==> src/rtl/riscv_pkg.sv <==
// Shared core definitions: ALU opcodes, data/address widths and the operand-stage entry.
package riscv_pkg;

   localparam int XLEN   = 32;
   localparam int REG_AW = 5;

   localparam logic [REG_AW-1:0] REG_X0 = '0;

   typedef enum logic [2:0] {
      ALU_ADD = 3'b000,
      ALU_SUB = 3'b001,
      ALU_AND = 3'b010,
      ALU_OR  = 3'b011,
      ALU_XOR = 3'b100,
      ALU_SLT = 3'b101
   } alu_op_e;

   typedef struct packed {
      logic [2:0]        opc;
      logic [XLEN-1:0]   a;
      logic [XLEN-1:0]   b;
      logic [REG_AW-1:0] rd;
      logic              illegal;
   } stage_entry_t;

   function automatic logic is_illegal_opc(input logic [2:0] opc);
      return opc inside {3'b110, 3'b111};
   endfunction

endpackage

==> src/rtl/alu_operand_stage_if.sv <==
// ID/forwarding inputs and ALU-facing outputs of the operand stage, bundled as one bus.
interface alu_operand_stage_if
   import riscv_pkg::*;
();
   logic              flush;
   logic              in_valid;
   logic              in_ready;
   logic [2:0]        in_opc;
   logic [REG_AW-1:0] in_rs1_addr;
   logic [REG_AW-1:0] in_rs2_addr;
   logic [REG_AW-1:0] in_rd_addr;
   logic [XLEN-1:0]   in_rs1_val;
   logic [XLEN-1:0]   in_rs2_val;
   logic [XLEN-1:0]   in_imm;
   logic              in_use_imm;
   logic              mem_fwd_en;
   logic              wb_fwd_en;
   logic [REG_AW-1:0] mem_fwd_rd;
   logic [REG_AW-1:0] wb_fwd_rd;
   logic [XLEN-1:0]   mem_fwd_data;
   logic [XLEN-1:0]   wb_fwd_data;
   logic              out_valid;
   logic              out_ready;
   logic [2:0]        alu_opc;
   logic [XLEN-1:0]   alu_a;
   logic [XLEN-1:0]   alu_b;
   logic [REG_AW-1:0] out_rd_addr;
   logic              illegal_op;

   // Pipeline environment (ID, MEM/WB, ALU) side.
   modport master (
      output flush, in_valid, in_opc, in_rs1_addr, in_rs2_addr, in_rd_addr,
             in_rs1_val, in_rs2_val, in_imm, in_use_imm,
             mem_fwd_en, wb_fwd_en, mem_fwd_rd, wb_fwd_rd, mem_fwd_data, wb_fwd_data,
             out_ready,
      input  in_ready, out_valid, alu_opc, alu_a, alu_b, out_rd_addr, illegal_op
   );

   // Operand stage side.
   modport slave (
      input  flush, in_valid, in_opc, in_rs1_addr, in_rs2_addr, in_rd_addr,
             in_rs1_val, in_rs2_val, in_imm, in_use_imm,
             mem_fwd_en, wb_fwd_en, mem_fwd_rd, wb_fwd_rd, mem_fwd_data, wb_fwd_data,
             out_ready,
      output in_ready, out_valid, alu_opc, alu_a, alu_b, out_rd_addr, illegal_op
   );
endinterface

==> src/rtl/alu_operand_stage_fwd_mux.sv <==
// Priority select for one source operand: x0, then MEM, then WB, then register file.
module fwd_mux
   import riscv_pkg::*;
(
   input  logic [REG_AW-1:0] i_rs_addr,
   input  logic [XLEN-1:0]   i_rs_val,
   input  logic              i_mem_en,
   input  logic [REG_AW-1:0] i_mem_rd,
   input  logic [XLEN-1:0]   i_mem_data,
   input  logic              i_wb_en,
   input  logic [REG_AW-1:0] i_wb_rd,
   input  logic [XLEN-1:0]   i_wb_data,
   output logic [XLEN-1:0]   o_val
);

   // NOTE: default assignment first so every path through the block drives o_val -- no latch.
   always_comb begin
      o_val = i_rs_val;
      if (i_rs_addr == REG_X0) begin
         o_val = '0;
      end else if (i_mem_en && (i_mem_rd == i_rs_addr)) begin
         o_val = i_mem_data;
      end else if (i_wb_en && (i_wb_rd == i_rs_addr)) begin
         o_val = i_wb_data;
      end
   end

endmodule

==> src/rtl/alu_operand_stage.sv <==
// Execute-stage front end: resolves forwarded operands on accept and holds them in a
// main + skid pair so the ALU handshake runs at full rate without a comb path from out_ready.
module alu_operand_stage
   import riscv_pkg::*;
(
   input  logic               clk,
   input  logic               rst_n,
   alu_operand_stage_if.slave io_stage
);

   logic [XLEN-1:0] w_rs1_res;
   logic [XLEN-1:0] w_rs2_res;
   stage_entry_t    w_in_entry;
   logic            w_accept;
   logic            w_advance;

   stage_entry_t    r_main;
   stage_entry_t    r_skid;
   logic            r_main_valid;
   logic            r_skid_valid;

   fwd_mux u_fwd_rs1 (
      .i_rs_addr  (io_stage.in_rs1_addr),
      .i_rs_val   (io_stage.in_rs1_val),
      .i_mem_en   (io_stage.mem_fwd_en),
      .i_mem_rd   (io_stage.mem_fwd_rd),
      .i_mem_data (io_stage.mem_fwd_data),
      .i_wb_en    (io_stage.wb_fwd_en),
      .i_wb_rd    (io_stage.wb_fwd_rd),
      .i_wb_data  (io_stage.wb_fwd_data),
      .o_val      (w_rs1_res)
   );

   fwd_mux u_fwd_rs2 (
      .i_rs_addr  (io_stage.in_rs2_addr),
      .i_rs_val   (io_stage.in_rs2_val),
      .i_mem_en   (io_stage.mem_fwd_en),
      .i_mem_rd   (io_stage.mem_fwd_rd),
      .i_mem_data (io_stage.mem_fwd_data),
      .i_wb_en    (io_stage.wb_fwd_en),
      .i_wb_rd    (io_stage.wb_fwd_rd),
      .i_wb_data  (io_stage.wb_fwd_data),
      .o_val      (w_rs2_res)
   );

   assign w_in_entry = '{
      opc:     io_stage.in_opc,
      a:       w_rs1_res,
      b:       io_stage.in_use_imm ? io_stage.in_imm : w_rs2_res,
      rd:      io_stage.in_rd_addr,
      illegal: is_illegal_opc(io_stage.in_opc)
   };

   // Skid occupancy alone gates acceptance, so in_ready is a pure register output.
   assign io_stage.in_ready = ~r_skid_valid;
   assign w_accept          = io_stage.in_valid & ~r_skid_valid;
   assign w_advance         = io_stage.out_ready | ~r_main_valid;

   // NOTE: sequential state uses non-blocking assignments so every register samples pre-edge values.
   always_ff @(posedge clk or negedge rst_n) begin
      if (!rst_n) begin
         r_main_valid <= 1'b0;
         r_skid_valid <= 1'b0;
         r_main       <= '0;
      end else if (io_stage.flush) begin
         r_main_valid <= 1'b0;
         r_skid_valid <= 1'b0;
      end else if (w_advance) begin
         if (r_skid_valid) begin
            r_main       <= r_skid;
            r_main_valid <= 1'b1;
            r_skid_valid <= 1'b0;
         end else if (w_accept) begin
            r_main       <= w_in_entry;
            r_main_valid <= 1'b1;
         end else begin
            r_main_valid <= 1'b0;
         end
      end else if (w_accept) begin
         r_skid_valid <= 1'b1;
      end
   end

   // NOTE: skid payload has no reset; it is only ever read while r_skid_valid is set.
   always_ff @(posedge clk) begin
      if (!io_stage.flush && !w_advance && w_accept) begin
         r_skid <= w_in_entry;
      end
   end

   assign io_stage.out_valid   = r_main_valid;
   assign io_stage.alu_opc     = r_main.opc;
   assign io_stage.alu_a       = r_main.a;
   assign io_stage.alu_b       = r_main.b;
   assign io_stage.out_rd_addr = r_main.rd;
   assign io_stage.illegal_op  = r_main.illegal;

endmodule

==> src/flat_wrapper.sv <==
// flat-port wrapper written by rule: the top's interface ports become plain ports
module alu_operand_stage_flat import riscv_pkg::*;
  (clk, rst_n, io_stage_flush, io_stage_in_valid, io_stage_in_opc, io_stage_in_rs1_addr, io_stage_in_rs2_addr, io_stage_in_rd_addr, io_stage_in_rs1_val, io_stage_in_rs2_val, io_stage_in_imm, io_stage_in_use_imm, io_stage_mem_fwd_en, io_stage_wb_fwd_en, io_stage_mem_fwd_rd, io_stage_wb_fwd_rd, io_stage_mem_fwd_data, io_stage_wb_fwd_data, io_stage_out_ready, io_stage_in_ready, io_stage_out_valid, io_stage_alu_opc, io_stage_alu_a, io_stage_alu_b, io_stage_out_rd_addr, io_stage_illegal_op);
  alu_operand_stage_if io_stage_i ();
  input  logic clk;
  input  logic rst_n;
  input wire logic [$bits(io_stage_i.flush)-1:0] io_stage_flush;
  input wire logic [$bits(io_stage_i.in_valid)-1:0] io_stage_in_valid;
  input wire logic [$bits(io_stage_i.in_opc)-1:0] io_stage_in_opc;
  input wire logic [$bits(io_stage_i.in_rs1_addr)-1:0] io_stage_in_rs1_addr;
  input wire logic [$bits(io_stage_i.in_rs2_addr)-1:0] io_stage_in_rs2_addr;
  input wire logic [$bits(io_stage_i.in_rd_addr)-1:0] io_stage_in_rd_addr;
  input wire logic [$bits(io_stage_i.in_rs1_val)-1:0] io_stage_in_rs1_val;
  input wire logic [$bits(io_stage_i.in_rs2_val)-1:0] io_stage_in_rs2_val;
  input wire logic [$bits(io_stage_i.in_imm)-1:0] io_stage_in_imm;
  input wire logic [$bits(io_stage_i.in_use_imm)-1:0] io_stage_in_use_imm;
  input wire logic [$bits(io_stage_i.mem_fwd_en)-1:0] io_stage_mem_fwd_en;
  input wire logic [$bits(io_stage_i.wb_fwd_en)-1:0] io_stage_wb_fwd_en;
  input wire logic [$bits(io_stage_i.mem_fwd_rd)-1:0] io_stage_mem_fwd_rd;
  input wire logic [$bits(io_stage_i.wb_fwd_rd)-1:0] io_stage_wb_fwd_rd;
  input wire logic [$bits(io_stage_i.mem_fwd_data)-1:0] io_stage_mem_fwd_data;
  input wire logic [$bits(io_stage_i.wb_fwd_data)-1:0] io_stage_wb_fwd_data;
  input wire logic [$bits(io_stage_i.out_ready)-1:0] io_stage_out_ready;
  output wire logic [$bits(io_stage_i.in_ready)-1:0] io_stage_in_ready;
  output wire logic [$bits(io_stage_i.out_valid)-1:0] io_stage_out_valid;
  output wire logic [$bits(io_stage_i.alu_opc)-1:0] io_stage_alu_opc;
  output wire logic [$bits(io_stage_i.alu_a)-1:0] io_stage_alu_a;
  output wire logic [$bits(io_stage_i.alu_b)-1:0] io_stage_alu_b;
  output wire logic [$bits(io_stage_i.out_rd_addr)-1:0] io_stage_out_rd_addr;
  output wire logic [$bits(io_stage_i.illegal_op)-1:0] io_stage_illegal_op;
  assign io_stage_i.flush = io_stage_flush;
  assign io_stage_i.in_valid = io_stage_in_valid;
  assign io_stage_i.in_opc = io_stage_in_opc;
  assign io_stage_i.in_rs1_addr = io_stage_in_rs1_addr;
  assign io_stage_i.in_rs2_addr = io_stage_in_rs2_addr;
  assign io_stage_i.in_rd_addr = io_stage_in_rd_addr;
  assign io_stage_i.in_rs1_val = io_stage_in_rs1_val;
  assign io_stage_i.in_rs2_val = io_stage_in_rs2_val;
  assign io_stage_i.in_imm = io_stage_in_imm;
  assign io_stage_i.in_use_imm = io_stage_in_use_imm;
  assign io_stage_i.mem_fwd_en = io_stage_mem_fwd_en;
  assign io_stage_i.wb_fwd_en = io_stage_wb_fwd_en;
  assign io_stage_i.mem_fwd_rd = io_stage_mem_fwd_rd;
  assign io_stage_i.wb_fwd_rd = io_stage_wb_fwd_rd;
  assign io_stage_i.mem_fwd_data = io_stage_mem_fwd_data;
  assign io_stage_i.wb_fwd_data = io_stage_wb_fwd_data;
  assign io_stage_i.out_ready = io_stage_out_ready;
  assign io_stage_in_ready = io_stage_i.in_ready;
  assign io_stage_out_valid = io_stage_i.out_valid;
  assign io_stage_alu_opc = io_stage_i.alu_opc;
  assign io_stage_alu_a = io_stage_i.alu_a;
  assign io_stage_alu_b = io_stage_i.alu_b;
  assign io_stage_out_rd_addr = io_stage_i.out_rd_addr;
  assign io_stage_illegal_op = io_stage_i.illegal_op;
  alu_operand_stage u_core (.clk(clk), .rst_n(rst_n), .io_stage(io_stage_i));
endmodule
==> config.mk <==
export PLATFORM = sky130hd
export DESIGN_NAME = alu_operand_stage_flat
export DESIGN_NICKNAME = d
export VERILOG_FILES = /design/src/rtl/riscv_pkg.sv /design/src/rtl/alu_operand_stage_if.sv /design/src/rtl/alu_operand_stage_fwd_mux.sv /design/src/rtl/alu_operand_stage.sv /design/src/flat_wrapper.sv
export SDC_FILE = /design/constraint.sdc
export NUM_CORES = 1
export LEC_CHECK = 0
export CAP_MARGIN = 5
export CELL_PAD_IN_SITES_DETAIL_PLACEMENT = 0
export CELL_PAD_IN_SITES_GLOBAL_PLACEMENT = 2
export CORE_ASPECT_RATIO = 0.5
export CORE_MARGIN = 2
export CORE_UTILIZATION = 25
export CTS_CLUSTER_SIZE = 24
export DETAILED_ROUTE_END_ITERATION = 6
export GPL_ROUTABILITY_DRIVEN = 0
export GPL_TIMING_DRIVEN = 0
export PLACE_DENSITY_LB_ADDON = 0.1
export SYNTH_ARGS = -nofsm -noshare
export SYNTH_HDL_FRONTEND = slang
export SYNTH_SLANG_ARGS = --single-unit
==> constraint.sdc <==
create_clock -name clk -period 8.63 [get_ports clk]
set_input_delay 1.726 -clock clk [delete_from_list [all_inputs] [get_ports clk]]
set_output_delay 1.726 -clock clk [all_outputs]
set_load 0.005 [all_outputs]
# == Word level (Yosys, flattened, before mapping) ==
# Cells that the tools add are included.
# word_totals
reg_bits,148
input_bits,196
output_inout_bits,75
elab_cells,54
# op_classes
eq_ne,6
mux,16
bitwise,5
reduce_logical,15
# ops
operator,n
32-bit 2-to-1 mux,7
73-bit 2-to-1 mux,2
5-bit == test,4
5-bit zero test,2
1-bit 2-to-1 mux,7
3-bit == test (second input constant),2
1-bit logical AND,6
2-bit nonzero test,3
1-bit NOT,3
3-bit AND reduction,1
3-bit nonzero test,1
1-bit zero test,2
1-bit bitwise AND,1
1-bit OR,1

# == Logic depth before layout (Yosys ltp) ==
# Gate-level depths: netlist of run 1.
# logic_depth
depth_word,8
mapped_depth,8
mapped_depth_nobuf,5

# == Hierarchy ==
# A second synthesis of run 1 with hierarchy kept.
# hier_totals
hier_cells,837
area_unflattened_um2,8634.5
# by_module_without_submodules
module,instances,cells_per_inst,area_each_um2,seq_area_each_um2
alu_operand_stage,1,445,6127.1,4068.9
fwd_mux,2,196,1253.7,0.0

# == Least setup slack after synthesis of run 1 ==
# No wires, ideal clock.
# synth_path
path_kind,input-to-reg
from,input io_stage_out_ready
to,register u_core.r_skid[0] (netlist name) (enable)
arrival_time_ps,9414
required_time_ps,7917
slack_ps,-1497
path_stages,2
path_buffers,0
cell_sequence,nand2b_1 -> nor4b_1
# synth_via
elab_chain_cells,4
# synth_lines
element,line,source
"start, declared",flat_wrapper.sv:23,input wire logic [$bits(io_stage_i.out_ready)-1:0] io_stage_out_ready;
1-bit OR,alu_operand_stage.sv:57,assign w_advance = io_stage.out_ready | ~r_main_valid;
1-bit zero test,alu_operand_stage.sv:86,if (!io_stage.flush && !w_advance && w_accept) begin
1-bit logical AND (2 in a row),alu_operand_stage.sv:86,
"end signal, assigned",alu_operand_stage.sv:87,r_skid <= w_in_entry;
"end, declared",alu_operand_stage.sv:18,stage_entry_t r_skid;
# No other way between the ends.
# A chain may end at the register's enable or synchronous reset.

# == Final worst setup path of run 1 ==
# layout_path
from,register u_core.r_skid_valid
to,output io_stage_in_ready
# layout_via
elab_chain_cells,1
# layout_lines
element,line,source
"start, declared",alu_operand_stage.sv:20,logic r_skid_valid;
"start signal, assigned",alu_operand_stage.sv:63,r_skid_valid <= 1'b0;
"start signal, assigned",alu_operand_stage.sv:67,r_skid_valid <= 1'b0;
"start signal, assigned",alu_operand_stage.sv:72,r_skid_valid <= 1'b0;
1-bit NOT,alu_operand_stage.sv:55,assign io_stage.in_ready = ~r_skid_valid;
"end, declared",flat_wrapper.sv:24,output wire logic [$bits(io_stage_i.in_ready)-1:0] io_stage_in_ready;
# No other way between the ends.

==> flow_summary.ini, run 1 <==
[clocking]
root_buffer = clkbuf_16
numCtsBuffers = 17
path_clk_slew_ns = 0.07
cts_hold_buf = 0
clockBufferDepth = 2
cts_tree = yes
clk_latency_ns = 0.46
ctsResizeCount = 0
post_cts_buffers = 0
numClockSinks = 148
ctsHtreeMaxLevel = 4

[drt]
drt_first_pass_iters = 6
drtAntennaViolNets = 0
wl_per_cell_um = 24.20
via_count = 8203
drc = 0
via_per_inst = 5.330
first_iter_violations = 657
route.final.wire_length_um = 37250

[timing]
max_freq_ghz = 0.1977
slew_headroom_pct = 37.21
fin_crit_ns = 5.059
worst_slew_pin_slew_ns = 0.9367
fin_crit_sh_pct = 58.62
final-max-slew-violation-count = 0
setup_viol = 0
finClkSkew_ns = 0.01030
final_hold_viol_count = 0
fin_ws_ns = 3.571
rsz0062_at_grt = no

[floorplanning]
dieWidth_um = 260.3
start_util_pct = 25.65
dieArea_um2 = 34390
coreArea_um2 = 32000
num_rows = 46
die_h_um = 132.1
num_io_pins = 271

[yosys]
synth_edf_count = 73
synthArstFlopShare_pct = 50.68
ys_ff_latch = 148
yosysSeqAreaShare_pct = 49.57
synth_flop_cell = dfrtp_1
post-synth-top-area-cell = edfxtp_1
synth_area_leaders = edfxtp_1 (27%), dfrtp_1 (23%), o21ai_0 (4.3%)
yosys.area.top_type_share_pct = 26.70
syn-cell-area_um2 = 8209
synth_fp_nets = 994
yosysWarnings = 0
syn_area_per_cell_um2 = 10.29
syn-instance-count = 798
ys_types = 36

[global_route]
grt_first_pass_wirelength_um = 54770
track_usage_pct = 21.86
grt_antenna_before_repair = 3
grt_pass1_vias = 8532
grt_max_degree = 41
grt_overflow = 0

[finish]
area_growth_pct = 48.16
fin_nets = 1288
layout-drive-gt1-share_pct = 5.701
post-route-util_pct = 38.01

[worst_setup_path]
startpoint_type = register
crit_path_end_kind = primary output
crit_top_cell = clkbuf_1
critPathMaxStageDelay_ns = 0.61
slowest_stage = clkdlybuf4s50_1
cp_max_fo = 11
critPathRequiredTime_ns = 6.90
ff2ff_path_depth = 6
crit_path_cell_trace = buf_2 -> inv_1 -> clkbuf_1 -> clkbuf_1 -> clkbuf_1 -> clkdlybuf4s50_1
crit_arrival_ns = 3.33
critPathKind = register to primary output

[placed_design]
place.port_buffers = 268
preCtsSetupSlack_ns = 4.018
dp_hpwl_um = 30010

[power]
powerDensity_nw_per_um2 = 176.7
cellLeakagePower_nw = 4.393
irDropWorstVdd_uv = 98.49

[min_path]
min_path_cells = 2
hp-class = register to register

[run]
drv_cap = 0

[run_status]
status = finished clean
placed cells by master (no fill, tap or decap), drive strengths merged, types with 32 or more instances in the layout:
cell type,n
a221o,32
or3,55
and3,54
clkbuf,98
edfxtp,73
nand4,34
clkdlybuf4s50,267
nand2,77
a21boi,32
a41oi,32
o21ai,71
dfrtp,75
metrics by stage:
| step | instances | hold WS [ns] | instance area [µm²] | total power (W) | setup TNS (ns) |
|---|---|---|---|---|---|
| final | 1539 | 0.4788 | 12160 | 0.002149 | 0 |
| after detailed placement | 1505 | 0.4709 | 11550 | 0.001373 | 0 |
| after floorplan | 798 | 0.4733 | 8215 | 0.001044 | 0 |
| after CTS | 1537 | 0.4860 | 12160 | 0.002169 | 0 |
| after global routing | 1538 | 0.5119 | 12160 | 0.002248 | 0 |
| after global placement | 1498 | 0.4613 | 11440 | 0.001367 | -91.11 |
power by group:
part           switching, W  leakage (nW)  total (W)  internal (W)
Sequential        0.0000375          1.55   0.000850      0.000812
Combinational      0.000230          2.55   0.000508      0.000278
Clock              0.000335         0.287   0.000792      0.000457
Total              0.000602          4.39    0.00215       0.00155
worst max-delay path: cells and delay by family (launching register included):
kind | cells | cell delay (ns)
buffers and inverters | 6 | 2.50
flip-flops | 1 | 0.35
state kept, by name (all words and copies together) (netlist names):
signal                       flops
u_core.r_skid                   73
u_core.io_stage.alu_a           32
u_core.io_stage.alu_b           32
u_core.io_stage.out_rd_addr      5
u_core.io_stage.alu_opc          3
u_core.io_stage.illegal_op       1
u_core.io_stage.out_valid        1
u_core.r_skid_valid              1
metal layers:
layer / up-vias / share of wire, % / GRT usage [%]
met5: - / 0 / 0
met4: 0 / 1.9 / 6.159
met3: 35 / 6.2 / 5.383
met2: 273 / 47 / 34.53
met1: 4138 / 45 / 29.66
li1: 3757 / - / -
synthesized netlist by cell type, types with 28 or more instances:
library cell  count
clkbuf_1         81
nand2_1          77
dfrtp_1          75
edfxtp_1         73
o21ai_0          71
or3_1            55
and3_1           54
nand4_1          34
a21boi_1         32
a221o_1          32
a41oi_1          32
o31ai_1          30
a31o_1           28
final timing paths:
path,startpoint,slack (ns),end
setup / recovery,u_core.r_skid_valid,3.57,io_stage_in_ready
min in group asynchronous,rst_n,1.27,u_core.io_stage.alu_a[5]
hold reg to reg,u_core.io_stage.alu_opc[0],0.48,u_core.io_stage.alu_opc[0]
setup reg to reg,u_core.r_skid_valid,5.65,u_core.io_stage.alu_b[4]
max in group asynchronous,rst_n,6.72,u_core.io_stage.alu_b[28]
hold / removal,u_core.io_stage.alu_opc[0],0.48,u_core.io_stage.alu_opc[0]
final cells by class:
type / count / area [µm²]
tap: 432 / 540.5
fill: 3262 / 19840
antenna: 2 / 5.005
clock inverter: 15 / 180.2
buffer: 93 / 390.4
multi-input combinational: 556 / 3766
clock buffer: 17 / 425.4
sequential: 148 / 4069
timing repair buffer: 275 / 2783
inverter: 1 / 3.754
kinds of logic after synthesis:
logic type / Yosys count / synth area share (%)
AO/OA/AOI/OAI: 277 / 26.00
XOR/XNOR: 20 / 2.134
buffers and inverters: 94 / 4.801
flip-flops: 148 / 49.57
multiplexers: 9 / 1.097
AND/OR/NAND/NOR: 250 / 16.40
(Power assumes the default switching activity.)
==> inputs of run 2 (changes only) <==
CORE_UTILIZATION = 28   (was 25)
clock period = 4.8 ns   (was 8.63 ns; I/O delays follow)
==> run 2 against run 1 <==
  * Via count shrank 0.62%
  * Die area shrank 10%
  * Count of clock-buffer cells in the layout is the same
  * Worst setup slack lost 3.1 ns
  * Non-clock buffer count is the same
  * Critical endpoint unchanged
  * First-iteration DRC count grew 14%
  * Combinational power grew 79%
  * Critical path type unchanged
  * Clock power grew 81%
==> flow_summary.ini, run 2 (synthesized netlist as in run 1, its figures left out) <==
[global_route]
grt_antenna_before_repair = 3
grt_max_degree = 41
grt_overflow = 0
track_usage_pct = 23.25
grt_pass1_vias = 8246
grt_first_pass_wirelength_um = 52330

[finish]
layout_commonest_cell = clkdlybuf4s50_1
fillers = 2862
fin_nets = 1288
fin_cells = 1498
layout-drive-gt1-share_pct = 5.882
largest_register = u_core.r_skid
post-route-cell-area_um2 = 12120
seq_area_um2 = 4069
most-common-layout-cells = clkdlybuf4s50_1 (267), clkbuf_1 (81), nand2_1 (77), dfrtp_1 (75), edfxtp_1 (73)
largest_reg_flops = 73
area_growth_pct = 47.65
multi_input_area_um2 = 3766

[floorplanning]
num_rows = 44
dieWidth_um = 246.2
die_h_um = 125.1
start_util_pct = 28.40
coreArea_um2 = 28900
dieArea_um2 = 30790
num_io_pins = 271

[timing]
final-max-slew-violation-count = 0
final_hold_viol_count = 0
fin_crit_ns = 4.367
rsz0062_at_grt = no
slew_headroom_pct = 37.55
fin_crit_sh_pct = 90.98
finClkSkew_ns = 0.006723
whs_ns = 0.4751
setup_viol = 0
worst_slew_pin_slew_ns = 0.9317
max_freq_ghz = 0.2290

[drt]
via_count = 8152
route.final.wire_length_um = 35750
drtAntennaViolNets = 0
via_per_inst = 5.442
wl_per_cell_um = 23.87
drt_first_pass_iters = 5
drc = 0
first_iter_violations = 750

[power]
design_power_total_w = 0.003864
irDropWorstVdd_uv = 245.5
powerDensity_nw_per_um2 = 318.8
cellLeakagePower_nw = 4.394

[clocking]
path_clk_slew_ns = 0.07
cts_tree = yes
clk_latency_ns = 0.45
ctsResizeCount = 0
numClockSinks = 148
ctsHtreeMaxLevel = 4
cts_hold_buf = 0
clockBufferDepth = 2
numCtsBuffers = 17
root_buffer = clkbuf_16
post_cts_buffers = 0

[worst_setup_path]
cpLargestDelayFamily = buffers and inverters
path_buf_inv = 6
cp_max_fo = 10
crit_path_cell_trace = buf_2 -> inv_1 -> clkbuf_1 -> clkbuf_1 -> clkbuf_1 -> clkdlybuf4s50_1
critPathRequiredTime_ns = 3.84
crit_top_cell = clkbuf_1
critPathMaxStageDelay_ns = 0.61
startpoint_type = register
crit_arrival_ns = 3.41
ff2ff_path_depth = 6
critPathKind = register to primary output
cp.depth = 6
crit_path_end_kind = primary output
slowest_stage = clkdlybuf4s50_1
r2r_slack_ns = 1.90

[placed_design]
placed_area_um2 = 11500
dp.cells = 1464
place.port_buffers = 268
dp_hpwl_um = 28880

[run_status]
status = finished clean

[run]
drv_cap = 0

[min_path]
min_path_cells = 2
hp-class = register to register
run 2: changes by cell type in the layout (fill, tap and decap cells not counted):
cell | before | now
buf_8 | 2 | 1
clkinv_2 | 1 | 0
clkinv_1 | 2 | 0
buf_6 | 8 | 9
clkinvlp_4 | 3 | 4
inv_6 | 3 | 5
run 2: stage by stage:
step	util (%)	TNS, ns	worst slack [ns]
2_1_floorplan	-	0	0.7823
3_3_place_gp	39.43	-135.95	-1.282
3_5_place_dp	39.78	0	0.9851
4_1_cts	41.92	0	0.5044
5_1_grt	41.93	0	0.3906
6_report	41.94	0	0.4329
run 2: worst register-to-register path: cells and delay by family (launching register included):
family	cells	cell delay [ns]
buffers and inverters	3	1.37
DFF	1	0.31
and+or+nand+nor	2	0.86
AOI/OAI and AO/OA	1	0.20
run 2: worst paths after layout:
check                                                start                          to
min in group asynchronous                            rst_n    u_core.io_stage.alu_a[5]
worst min-delay path            u_core.io_stage.alu_opc[1]  u_core.io_stage.alu_opc[1]
worst max register to register         u_core.r_skid_valid    u_core.io_stage.alu_b[0]
worst min register to register  u_core.io_stage.alu_opc[1]  u_core.io_stage.alu_opc[1]
worst max-delay path                   u_core.r_skid_valid           io_stage_in_ready
max in group asynchronous                            rst_n  u_core.io_stage.alu_opc[0]
run 2: cell type report:
type / instances / share of cell area [%]
diodes: 2 / 0.04129
inverters: 1 / 0.03097
clock inverters: 15 / 1.590
well taps: 391 / 4.036
multi-input cells: 556 / 31.07
clock buffers: 17 / 3.510
plain buffers: 93 / 3.221
flip-flops and latches: 148 / 33.57
repair buffers: 275 / 22.93
run 2: report_power, final:
group | total [W] | leakage (nW) | internal, W | switching, W
Combinational | 0.000907 | 2.55 | 0.000499 | 0.000407
Sequential | 0.00153 | 1.55 | 0.00146 | 0.0000680
Clock | 0.00143 | 0.289 | 0.000829 | 0.000600
run 2: layer usage:
metal / track usage [%] / vias up / wire (µm)
met5: 0 / - / 0
met4: 5.490 / 0 / 425
met2: 35.61 / 301 / 16080
met1: 32.53 / 4064 / 16710
met3: 6.290 / 23 / 2535
li1: - / 3764 / -
==> inputs of run 3 (changes only) <==
PLACE_DENSITY_LB_ADDON = 0.3   (was 0.1)
==> run 3 against run 2 <==
  * Die area did not move
  * Critical endpoint unchanged
  * Sequential cell count unchanged
  * Worst hold slack better by 0.0028 ns
  * Via count grew 0.47%
  * Non-clock buffer count rose by 1
  * Critical path depth is the same
  * Sequential power about the same
  * Clock skew hardly changed
  * Maximum frequency increased by 4.3%
  * Clock power is 3% lower
  * Global-route usage is 0.16 points lower
==> flow_summary.ini, run 3 (synthesized netlist as in run 1, its figures left out) <==
[drt]
drtAntennaViolNets = 0
wl_per_cell_um = 23.53
drt_first_pass_iters = 6
via_per_inst = 5.449
drc = 0
first_iter_violations = 750
via_count = 8190
route.final.wire_length_um = 35370

[clocking]
ctsHtreeMaxLevel = 4
clk_latency_ns = 0.45
ctsResizeCount = 0
cts_tree = yes
numCtsBuffers = 17
clockBufferDepth = 2
cts_hold_buf = 0
path_clk_slew_ns = 0.06
post_cts_buffers = 0
numClockSinks = 148
root_buffer = clkbuf_16

[floorplanning]
dieWidth_um = 246.2
die_h_um = 125.1
num_io_pins = 271
start_util_pct = 28.40
dieArea_um2 = 30790
num_rows = 44
coreArea_um2 = 28900

[timing]
final_hold_viol_count = 0
finClkSkew_ns = 0.007054
slew_headroom_pct = 42.15
fin_crit_sh_pct = 87.23
max_freq_ghz = 0.2388
setup_viol = 0
rsz0062_at_grt = no
fin_crit_ns = 4.187
worst_slew_pin_slew_ns = 0.8616
final-max-slew-violation-count = 0

[worst_setup_path]
ff2ff_path_depth = 7
reg2reg_from = u_core.r_skid_valid
r2r_slack_ns = 1.89
critPathRequiredTime_ns = 3.84
critPathCapture = io_stage_in_ready
crit_start = u_core.r_skid_valid
worstReg2RegEnd = u_core.io_stage.alu_a[3]
crit_path_end_kind = primary output
startpoint_type = register
critPathKind = register to primary output
crit_arrival_ns = 3.23
cp_max_fo = 10

[global_route]
grt_antenna_before_repair = 6
grt_overflow = 0
grt_pass1_vias = 8404
track_usage_pct = 23.09
grt_first_pass_wirelength_um = 52410
grt_max_degree = 39

[power]
powerDensity_nw_per_um2 = 314.7
irDropWorstVdd_uv = 211.5
cellLeakagePower_nw = 4.404

[finish]
post-route-util_pct = 41.97
seq_area_um2 = 4069
fin_cells = 1503
layout-drive-gt1-share_pct = 5.696
largest_register = u_core.r_skid
post-route-cell-area_um2 = 12130
area_growth_pct = 47.78
layout_commonest_cell = clkdlybuf4s50_1
most-common-layout-cells = clkdlybuf4s50_1 (267), clkbuf_1 (83), nand2_1 (77), dfrtp_1 (75), edfxtp_1 (73)
largest_reg_flops = 73
multi_input_area_um2 = 3761
fin_nets = 1289
fillers = 2846

[placed_design]
dp_hpwl_um = 28600
placed_area_um2 = 11510
dp.cells = 1465
place.port_buffers = 268

[run_status]
status = finished clean

[run]
drv_cap = 0

[min_path]
hp-class = register to register
run 3: changes by cell type in the layout (fill, tap and decap cells not counted), sizes merged:
cell,previous run,this run
clkbuf,98,103
diode,2,6
inv,7,3
clkinv,2,4
clkinvlp,4,2
buf,20,21
bufinv,3,2
run 3: metal layers:
layer	track usage [%]	vias up	part of all wire (%)
li1	-	3770	-
met1	30.80	4067	44
met2	36.72	309	47
met3	5.238	44	6.8
met4	8.200	0	2.3
met5	0	-	0
run 3: final cells by class:
class | instances | share of cell area [%]
Antenna cell | 6 | 0.1238
Buffer | 93 | 3.218
Clock buffer | 22 | 4.002
Clock inverter | 10 | 0.9901
Inverter | 1 | 0.03094
Multi-Input combinational cell | 556 | 31.00
Sequential cell | 148 | 33.54
Tap cell | 391 | 4.033
Timing Repair Buffer | 276 | 23.06
run 3: power by group:
part / switching, W / internal (W)
clock network: 0.000553 / 0.000826
registers: 0.0000696 / 0.00146
logic: 0.000408 / 0.000500
total: 0.00103 / 0.00279
run 3: metrics by stage:
step / total power, W / hold WS, ns / setup slack, ns / setup TNS [ns]
2_1_floorplan: 0.001877 / 0.4733 / 0.7823 / 0
3_3_place_gp: 0.002445 / 0.4609 / -1.141 / -113.28
3_5_place_dp: 0.002461 / 0.4707 / 1.101 / 0
4_1_cts: 0.003843 / 0.4855 / 0.5937 / 0
5_1_grt: 0.003982 / 0.5161 / 0.4331 / 0
6_report: 0.003818 / 0.4779 / 0.6130 / 0
run 3: critical path, cell delays in order (launching register included):
cell,delay [ns]
dfrtp_1,0.35
buf_2,0.21
inv_1,0.12
clkbuf_1,0.44
clkbuf_1,0.52
clkbuf_1,0.49
clkdlybuf4s50_1,0.62
run 3: worst min-delay path by stage:
stage                     cells past startpoint                           start                              to
after floorplan                               2      u_core.io_stage.alu_opc[0]      u_core.io_stage.alu_opc[0]
after global placement                        2  u_core.io_stage.out_rd_addr[3]  u_core.io_stage.out_rd_addr[3]
after detailed placement                      2  u_core.io_stage.out_rd_addr[1]  u_core.io_stage.out_rd_addr[1]
after CTS                                     2  u_core.io_stage.out_rd_addr[1]  u_core.io_stage.out_rd_addr[1]
after global routing                          2      u_core.io_stage.illegal_op      u_core.io_stage.illegal_op
final                                         2  u_core.io_stage.out_rd_addr[1]  u_core.io_stage.out_rd_addr[1]
